==> config.mk <==
export PLATFORM = sky130hd
export DESIGN_NAME = iic_cfg_sequencer
export DESIGN_NICKNAME = d
export VERILOG_FILES = /design/src/rtl/iic_cfg_sequencer.sv
export SDC_FILE = /design/constraint.sdc
export NUM_CORES = 1
export LEC_CHECK = 0
export CORE_UTILIZATION = 54
export DETAILED_ROUTE_END_ITERATION = 7
export HOLD_SLACK_MARGIN = 0.06
export PLACE_DENSITY = 0.76
export SLEW_MARGIN = 20
export SYNTH_ARGS = -nofsm -noshare
export SYNTH_HDL_FRONTEND = slang
export SYNTH_SLANG_ARGS = --single-unit
==> constraint.sdc <==
create_clock -name clk_i -period 2.62 [get_ports clk_i]
set_input_delay 0.262 -clock clk_i [delete_from_list [all_inputs] [get_ports clk_i]]
set_output_delay 0.262 -clock clk_i [all_outputs]
set_load 0.005 [all_outputs]
==> src/rtl/iic_cfg_sequencer.sv <==
// iic_cfg_sequencer: table-driven register-write sequencer in front of iic_master.
// The host fills a DEPTH-entry table of {reg_addr, data} pairs; on start the
// entries are issued in order as I2C writes to a fixed slave address, pacing
// on the master's ready handshake, with a timeout guarding every wait state.
//
// state      | meaning
// -----------+---------------------------------------------------------------
// IDLE       | waiting for start_i; table writable
// LOAD       | register table[idx] onto the master's address/data inputs
// WAIT_RDY   | wait for the master to be idle
// REQ        | iic_flag_o high until the master drops ready (accepted)
// WAIT_DONE  | wait for the master to finish the transfer
// GAP        | idle spacing before the next entry, then advance idx
// FINISH     | one-cycle done_o pulse

module iic_cfg_sequencer #(
   parameter logic [6:0] SLV_ADDR   = 7'b1001011,
   parameter int         DEPTH      = 16,
   parameter int         GAP_CYCLES = 4,
   parameter int         TIMEOUT    = 4096,
   localparam int        AW         = $clog2(DEPTH)
) (
   input  logic          clk_i,
   input  logic          reset_i,
   input  logic          cfg_we_i,
   input  logic [AW-1:0] cfg_addr_i,
   input  logic [15:0]   cfg_data_i,
   input  logic          start_i,
   input  logic [AW:0]   len_i,
   output logic          busy_o,
   output logic          done_o,
   output logic          err_o,
   output logic [AW:0]   idx_o,
   input  logic          iic_ready_i,
   output logic          iic_flag_o,
   output logic [6:0]    iic_slv_addr_o,
   output logic [7:0]    iic_reg_addr_o,
   output logic [7:0]    iic_data_o
);

   // GAP always occupies at least one cycle, so GAP_CYCLES=0 and 1 behave alike.
   localparam int GAP_LD_INT = (GAP_CYCLES > 0) ? GAP_CYCLES - 1 : 0;
   localparam int GW         = $clog2(GAP_LD_INT + 2);
   localparam int TW         = $clog2(TIMEOUT + 1);

   localparam logic [GW-1:0] GAP_LD = GW'(GAP_LD_INT);
   localparam logic [TW-1:0] TMO_LD = TW'(TIMEOUT - 1);

   typedef enum logic [2:0] {
      S_IDLE      = 3'd0,
      S_LOAD      = 3'd1,
      S_WAIT_RDY  = 3'd2,
      S_REQ       = 3'd3,
      S_WAIT_DONE = 3'd4,
      S_GAP       = 3'd5,
      S_FINISH    = 3'd6
   } state_t;

   state_t        state_q, state_d;
   logic [AW:0]   idx_q, idx_d;
   logic [AW:0]   len_q, len_d;
   logic          err_q, err_d;
   logic [7:0]    reg_addr_q;
   logic [7:0]    data_q;
   logic [TW-1:0] tmo_q;
   logic [GW-1:0] gap_q;
   logic [15:0]   tbl_q [DEPTH];

   logic [AW:0]   idx_inc;
   logic          tmo_tc;
   logic          gap_tc;
   logic          hs_enter;
   logic          gap_enter;

   function automatic logic is_hs(input state_t s);
      return (s == S_WAIT_RDY) || (s == S_REQ) || (s == S_WAIT_DONE);
   endfunction

   assign idx_inc   = idx_q + {{AW{1'b0}}, 1'b1};
   assign tmo_tc    = (tmo_q == '0);
   assign gap_tc    = (gap_q == '0);
   assign hs_enter  = is_hs(state_d) && (state_d != state_q);
   assign gap_enter = (state_d == S_GAP) && (state_q != S_GAP);

   // Configuration table; only writable while idle so a running sequence sees a frozen table.
   always_ff @(posedge clk_i) begin
      if (cfg_we_i && (state_q == S_IDLE)) begin
         tbl_q[cfg_addr_i] <= cfg_data_i;
      end
   end

   // State register and sequence bookkeeping.
   always_ff @(posedge clk_i) begin
      if (reset_i) begin
         state_q <= S_IDLE;
         idx_q   <= '0;
         len_q   <= '0;
         err_q   <= 1'b0;
      end else begin
         state_q <= state_d;
         idx_q   <= idx_d;
         len_q   <= len_d;
         err_q   <= err_d;
      end
   end

   // Registered table read: the entry lands on the master inputs as LOAD exits.
   always_ff @(posedge clk_i) begin
      if (reset_i) begin
         reg_addr_q <= '0;
         data_q     <= '0;
      end else if (state_q == S_LOAD) begin
         reg_addr_q <= tbl_q[idx_q[AW-1:0]][15:8];
         data_q     <= tbl_q[idx_q[AW-1:0]][7:0];
      end
   end

   // Handshake timeout: one down-counter reloaded on entry to each wait state.
   always_ff @(posedge clk_i) begin
      if (reset_i) begin
         tmo_q <= '0;
      end else if (hs_enter) begin
         tmo_q <= TMO_LD;
      end else if (is_hs(state_q) && !tmo_tc) begin
         tmo_q <= tmo_q - TW'(1);
      end
   end

   // Inter-transfer gap down-counter.
   always_ff @(posedge clk_i) begin
      if (reset_i) begin
         gap_q <= '0;
      end else if (gap_enter) begin
         gap_q <= GAP_LD;
      end else if ((state_q == S_GAP) && !gap_tc) begin
         gap_q <= gap_q - GW'(1);
      end
   end

   // Next-state logic; a real handshake event wins over a coincident timeout.
   always_comb begin
      state_d = state_q;
      idx_d   = idx_q;
      len_d   = len_q;
      err_d   = err_q;
      case (state_q)
         S_IDLE: begin
            if (start_i) begin
               err_d = 1'b0;
               if (len_i != '0) begin
                  len_d   = len_i;
                  idx_d   = '0;
                  state_d = S_LOAD;
               end else begin
                  state_d = S_FINISH;
               end
            end
         end
         S_LOAD: begin
            state_d = S_WAIT_RDY;
         end
         S_WAIT_RDY: begin
            if (iic_ready_i) begin
               state_d = S_REQ;
            end else if (tmo_tc) begin
               err_d   = 1'b1;
               state_d = S_IDLE;
            end
         end
         S_REQ: begin
            if (!iic_ready_i) begin
               state_d = S_WAIT_DONE;
            end else if (tmo_tc) begin
               err_d   = 1'b1;
               state_d = S_IDLE;
            end
         end
         S_WAIT_DONE: begin
            if (iic_ready_i) begin
               state_d = S_GAP;
            end else if (tmo_tc) begin
               err_d   = 1'b1;
               state_d = S_IDLE;
            end
         end
         S_GAP: begin
            if (gap_tc) begin
               idx_d   = idx_inc;
               state_d = (idx_inc == len_q) ? S_FINISH : S_LOAD;
            end
         end
         S_FINISH: begin
            state_d = S_IDLE;
         end
         default: begin
            state_d = S_IDLE;
         end
      endcase
   end

   // Moore outputs decoded from the current state.
   always_comb begin
      busy_o     = (state_q != S_IDLE);
      done_o     = (state_q == S_FINISH);
      iic_flag_o = (state_q == S_REQ);
   end

   assign err_o          = err_q;
   assign idx_o          = idx_q;
   assign iic_slv_addr_o = SLV_ADDR;
   assign iic_reg_addr_o = reg_addr_q;
   assign iic_data_o     = data_q;

endmodule
After elaboration in Yosys (flattened, before gate mapping) --
Memories as Yosys holds them, arrays and structs flattened. A register that Yosys moved wholly into a read port is not among the register bits. Index checks and enable logic that the tools add are counted.
Storage, ports and cells: input port bits 30, logic and storage cells 80, memories kept 1, flip-flop bits (word level) 30, bits in writable memories 256, output and inout bits 32
Memories:
- tbl_q | words 16, width 16, rd ports 1, clocked after Yosys merged registers in 1, wr ports 1, line 67 | logic [15:0] tbl_q [DEPTH];
Operators by class: reductions and logical operators 26, muxes and demuxes 24, $add $sub $neg 3, equality and inequality tests 18
Operators with widths (number):
- 12-bit two-way mux | 2
- 3-bit two-way mux | 8
- 3-bit case mux with 6 select lines | 1
- 3-bit equality test (second input constant) | 5
- 5-bit two-way mux | 3
- 13-bit logical NOT | 1
- 13-bit by 1-bit subtractor with 13-bit output (second input constant) | 1
- 3-bit by 2-bit equality test with 1-bit output (second input constant) | 4
- 5-bit case mux with 2 select lines | 1
- 2-bit != test (second input constant) | 4
- 4-bit AND reduction | 2
- 3-bit logical NOT | 2
- 1-bit two-way mux | 6
- 2-bit nonzero test | 3
- 3-bit nonzero test | 2
- 2-bit OR reduction | 3
- 5-bit by 1-bit adder with 5-bit output (second input constant) | 1
- 5-bit equality test | 1
- 1-bit logical AND | 5
- 5-bit nonzero test | 1
- 1-bit logical OR | 4
- 2-bit two-way mux | 2
- 3-bit by 1-bit equality test with 1-bit output (second input constant) | 1
- 3-bit != test | 1
- 6 further kinds | 7

Depth between registers and ports, before layout --
Gate-level depths: netlist of the first run.
depth after elaboration 10, mapped depth 9, mapped depth without buffers 7

Worst setup path after synthesis of the first run --
OpenSTA, ideal clock, no wires.
kind reg2reg, from register state_q[1], to memory tbl_q[0][0], enable pin, library setup time 0.409 ns, cell stages (with the launch flop) 6, path slack -0.201 ns, arrival time 2.412 ns, path buffers 1, clock period less this slack 2.821 ns, data required time 2.211 ns, cells stage by stage dfxtp_1 -> buf_2 -> nor3_4 -> nand2_1 -> or3_1 -> nor3_1
Between the ends: word-level cells in the longest chain between the ends 4
Ends and longest elaborated chain:
- from (decl) | line 59 | state_t state_q, state_d;
- from (signal assigned) | line 100 | state_q <= state_d;
- 3-bit logical NOT | line 87 | if (cfg_we_i && (state_q == S_IDLE)) begin
- 1-bit logical AND | line 87
- 1-bit two-way mux | line 87
- 1-bit two-way mux (implied by the code) | line 88 | tbl_q[cfg_addr_i] <= cfg_data_i;
- to (decl) | line 67
Every way passes these cells.

Worst setup path in the final report of the first run --
from register state_q[1], to output port iic_flag_o
Between the ends: word-level cells in the longest chain between the ends 1
Ends and longest elaborated chain:
- 3-bit by 2-bit equality test with 1-bit output | line 205 | iic_flag_o = (state_q == S_REQ);
- to (decl) | line 35 | output logic iic_flag_o,
Every way passes these cells.

==> results of run 1 <==
-- tightest hold or removal path, stage by stage --
cell	delay [ns]
clkdlybuf4s50_1	0.42
mux2i_1	0.13
nor2_1	0.05
-- synth_stat cells (all sizes together) (3+ instances only) --
cell type  count
nand3          8
nand2b         6
edfxtp       256
dfxtp         46
nor4           3
a21oi         28
a211oi         3
nor2b          3
o22ai         16
ha             5
mux4          64
inv            7
nor2          34
nand2         16
xor2           3
or3            4
and2           3
nor3          16
nand4          3
buf           24
xnor2         16
clkbuf        16
a21o          16
mux2i         35
o21ai          7
nor3b          3
-- flip-flops by register name (all words and copies together) (netlist names) --
signal and flops:
err_o 1, gap_q 3, idx_o 5, iic_data_o 8, iic_reg_addr_o 8, len_q 5
state_q 3, tbl_q 256, tmo_q 13
-- final cells by class --
type | count | area share
multi-input cells | 323 | 0.227
repair buffers | 90 | 0.0611
flip-flops and latches | 302 | 0.612
clock buffers | 34 | 0.0544
clock inverters | 22 | 0.0186
inverters | 7 | 0.00187
well taps | 280 | 0.0249
-- metal layers --
layer  track usage  part of all wire
met1         0.288              0.38
met2         0.412              0.52
met3        0.0370             0.059
met4         0.109             0.044
met5             0                 0
-- worst paths after layout --
path,from,to,cells after the start
worst max-delay path,state_q[1],iic_flag_o,3
worst min-delay path,len_i[1],len_q[1],3
worst max register to register,tmo_q[6],tmo_q[12],6
worst min register to register,iic_data_o[3],iic_data_o[3],1
-- cell families after synthesis --
logic type | count (synthesis)
adders and majority gates | 5
other | 2
xor gates and xnor gates | 19
DFF | 302
muxes | 99
buffers and inverters | 47
and+or+nand+nor | 113
AOI/OAI and AO/OA | 80
-- power breakdown --
part	switching, mW	internal (mW)	total (mW)
Sequential	0.140	5.39	5.53
Clock	1.86	2.53	4.39
Combinational	0.541	0.437	0.979
==> metrics.cfg, run 1 <==
[clocking]
worst_setup_hold_path_clk_slew_ns = 0.07
clock_latency_ns = 0.58
cts_setup_buffers = 0
cts_hold_buffers = 0
cts_tree = done
cts_buffers = 30
ctsHtreeMaxLevel = 1
clock_path_buffers = 3
cts.sinks = 302
clockRootBuffer = clkbuf_16
cts.repair.resized = 0

[logic_synthesis]
synth_edf_count = 256
syn_area_mm2 = 0.0120
synth.top_cell.area_share = 0.640
ys_types = 57
ys.warnings.count = 0
synth_adder_area_share = 0.00521
syn_inst = 667
syn_area_per_cell_um2 = 18.0
synthArstFlopShare = 0
ys_seq_elements = 302
synth_largest_area_cell = edfxtp_1
synth_compound_area_frac = 0.0425
ys_top_cells_by_area = edfxtp_1, mux4_2, dfxtp_1, mux2i_1, a21oi_1
ys.flop_type = edfxtp_1
yosysSeqAreaShare = 0.717
yosys.area_share.simple = 0.0520
synth_top_family_by_area = multiplexers
synthXorXnorAreaFrac = 0.0139
muxShareOfSynthArea = 0.149

[drt]
ant_nets = 0
vias = 6497
dr.first_iter.drc_count = 578
route.detailed.drc = 0
wl_mm = 25.8
via_per_inst = 6.14
wl_per_cell_um = 24.4
dr.pass1.iters = 7

[worst_setup_path]
endpoint_kind = primary output
cp_slowest_stage_delay_ns = 0.57
crit_required_ns = 2.36
crit_family = flip-flops
cpMaxStageDelayCell = dfxtp_1
regToRegSetupSlack_ns = 0.39
critPathMaxFanout = 12
arrival_ns = 2.15
worstSetupPathType = reg -> out
start_kind = flip-flop
path_buf_inv = 1
crit_chain = and2b_1, and2_1, clkdlybuf4s50_1

[timing]
hold_violations = 0
fmax_mhz = 414
fin_crit_sh = 0.922
rsz0062_at_grt = no
worst-slew-pin-transition_ns = 0.753
finalSetupTns_ns = 0
min_period_ns = 2.41
final_max_slew_viol_count = 0
timing.hold.ws_ns = 0.346
slew_headroom = 0.496
setup_ws_ns = 0.205
fin_skew_ns = 0.0199
setup-violations-final = 0

[status]
status = finished clean

[finish]
fin_util = 0.645
design_area_mm2 = 0.0141
fillCellCount = 1469
multi_input_area_mm2 = 0.00320
final_common_cell = edfxtp_1
diodes = 0
drive_above_1_share = 0.213
fin_cells = 1058
layout_common_cells = edfxtp_1, mux4_2, clkdlybuf4s50_1
seqCellArea_mm2 = 0.00861
area_growth_pct = 17.2
final_nets = 789

[placement]
portBuffers = 54
place_area_mm2 = 0.0131
dp_slack_ns = 0.394
gp_congestion = 0.815
dp.cells = 1002
hpwlAfterDp_mm = 15.1

[floorplanning]
rows = 54
die_w_um = 151
die_area_mm2 = 0.0228
start_util = 0.550
ios = 62
die_height_um = 151
core_area_mm2 = 0.0218

[grt]
grt_pass1_wl_mm = 38.8
antenna_found_initial = 0
grt_max_degree = 66
grt_pass1_vias = 6772
grt_usage = 0.236
grt_overflow = 0

[power]
powerDensity_mw_per_mm2 = 774
power_leakage_nw = 4.58
vdd_drop_max_v = 0.000615
report.power.total_mw = 10.9

[flow_run]
maxCapViolations = 0

[hold_path]
min_path_type = in -> reg

Power figures use the tool's default switching activity.
==> inputs of run 2 (changes only) <==
==> constraint.sdc (replaced) <==
create_clock -name clk_i -period 2.2 [get_ports clk_i]
set_input_delay 0.22 -clock clk_i [delete_from_list [all_inputs] [get_ports clk_i]]
set_output_delay 0.22 -clock clk_i [all_outputs]
set_load 0.005 [all_outputs]
==> run 2 against run 1 <==
Effect of this change:
- utilization grew 0.67 points
- cell area rose by 1.0%
- critical path type unchanged
- die area stayed put
==> metrics.cfg, run 2 (same netlist as run 1, synthesis figures left out) <==
[timing]
slew_headroom = 0.556
fin_crit_sh = 0.962
hold_violations = 0
setup-violations-final = 0
rsz0062_at_grt = no
fmax_mhz = 473
fin_skew_ns = 0.0131
final_max_slew_viol_count = 0
min_period_ns = 2.12
worst-slew-pin-transition_ns = 0.657

[clocking]
ctsHtreeMaxLevel = 1
clockRootBuffer = clkbuf_16
cts.sinks = 302
cts_hold_buffers = 0
worst_setup_hold_path_clk_slew_ns = 0.06
clock_latency_ns = 0.55
cts_tree = done
clock_path_buffers = 3
cts_buffers = 30

[placement]
portBuffers = 54
dp.cells = 1006
gp_congestion = 0.857
hpwlAfterDp_mm = 14.7

[finish]
layout_common_cells = edfxtp_1, mux4_2, clkdlybuf4s50_1
regMostFlops = tbl_q
drive_above_1_share = 0.221
final_common_cell = edfxtp_1
fin_cells = 1062
diodes = 0
area_growth_pct = 18.4
reg_top3 = tbl_q: 256 flops, tmo_q: 13 flops
largest_reg_flops = 256
final_nets = 794

[floorplanning]
die_height_um = 151
die_w_um = 151
core_area_mm2 = 0.0218
start_util = 0.550
die_area_mm2 = 0.0228
ios = 62
rows = 54

[worst_setup_path]
cp_slowest_stage_delay_ns = 0.49
crit_required_ns = 1.98
start_kind = flip-flop
crit_chain = buf_6, and2b_2, and2_4, clkdlybuf4s50_1
worstSetupPathType = reg -> out
critPathMaxFanout = 11
cpMaxStageDelayCell = clkdlybuf4s50_1
endpoint_kind = primary output
arrival_ns = 1.90

[power]
vdd_drop_max_v = 0.000935
powerDensity_mw_per_mm2 = 902
report.power.total_mw = 12.8
power_leakage_nw = 4.62

[drt]
wl_per_cell_um = 22.8
route.detailed.drc = 0
dr.first_iter.drc_count = 569
via_per_inst = 6.10
ant_nets = 0
wl_mm = 24.2
dr.pass1.iters = 5
vias = 6476

[flow_run]
maxCapViolations = 0

[hold_path]
min_path_type = in -> reg

[grt]
grt_usage = 0.221
grt_pass1_vias = 6628
grt_overflow = 0
antenna_found_initial = 0
grt_max_degree = 43
grt_pass1_wl_mm = 36.9

[status]
status = finished clean

[run 2: path summary, 6_finish.rpt]
| check | from | endpoint | slack (ns) | cells past startpoint |
|---|---|---|---|---|
| max | state_q[1] | iic_flag_o | 0.08 | 4 |
| min | len_i[3] | len_q[3] | 0.28 | 3 |
| max reg2reg | tmo_q[0] | tmo_q[12] | 0.13 | 8 |
| min reg2reg | iic_data_o[1] | iic_data_o[1] | 0.45 | 1 |
[run 2: what timing repair did]
item | CTS | global route
pin swaps | 0 | 1
hold endpoints to repair | 0 | 0
resized for setup | 4 | 2
setup endpoints to repair | 2 | 2
setup buffers | 0 | 1
[run 2: where the power goes]
part | internal, mW | total, mW | switching [mW]
clock | 2.92 | 5.01 | 2.08
combinational | 0.569 | 1.26 | 0.687
sequential | 6.42 | 6.57 | 0.147
[run 2: area by class of cell]
cell class,instances,area [um2]
clock buffer,38,801
clock inverter,17,178
fill,1464,7600
inverter,7,26.3
multi-input combinational,323,3210
sequential,302,8620
tap,280,350
timing repair buffer,95,1040
[run 2: routing by layer]
layer | share of wire | vias up | wire, um | GRT usage
met3 | 0.072 | 48 | 1740 | 0.0455
met5 | 0 | - | 0 | 0
met2 | 0.49 | 261 | 11800 | 0.361
met4 | 0.029 | 0 | 704 | 0.0725
li1 | - | 2836 | - | -
met1 | 0.41 | 3331 | 10000 | 0.298
[run 2: stage by stage]
stage | hold slack (ns) | utilization | TNS (ns) | instance area [um2] | worst slack (ns)
after global routing | 0.317 | 0.652 | 0 | 14200 | 0.0148
final | 0.284 | 0.652 | 0 | 14200 | 0.0846
after global placement | 0.438 | 0.606 | 0 | 13200 | 0.212
after floorplan | 0.313 | - | -10.55 | 12100 | -0.220
after detailed placement | 0.444 | 0.606 | 0 | 13200 | 0.173
after CTS | 0.275 | 0.651 | 0 | 14200 | 0.0333
[run 2: critical path: cells and delay by family (launching register included)]
kind,cells,cell delay [ns]
flops,1,0.35
buf+inv,2,0.63
simple gates,2,0.37
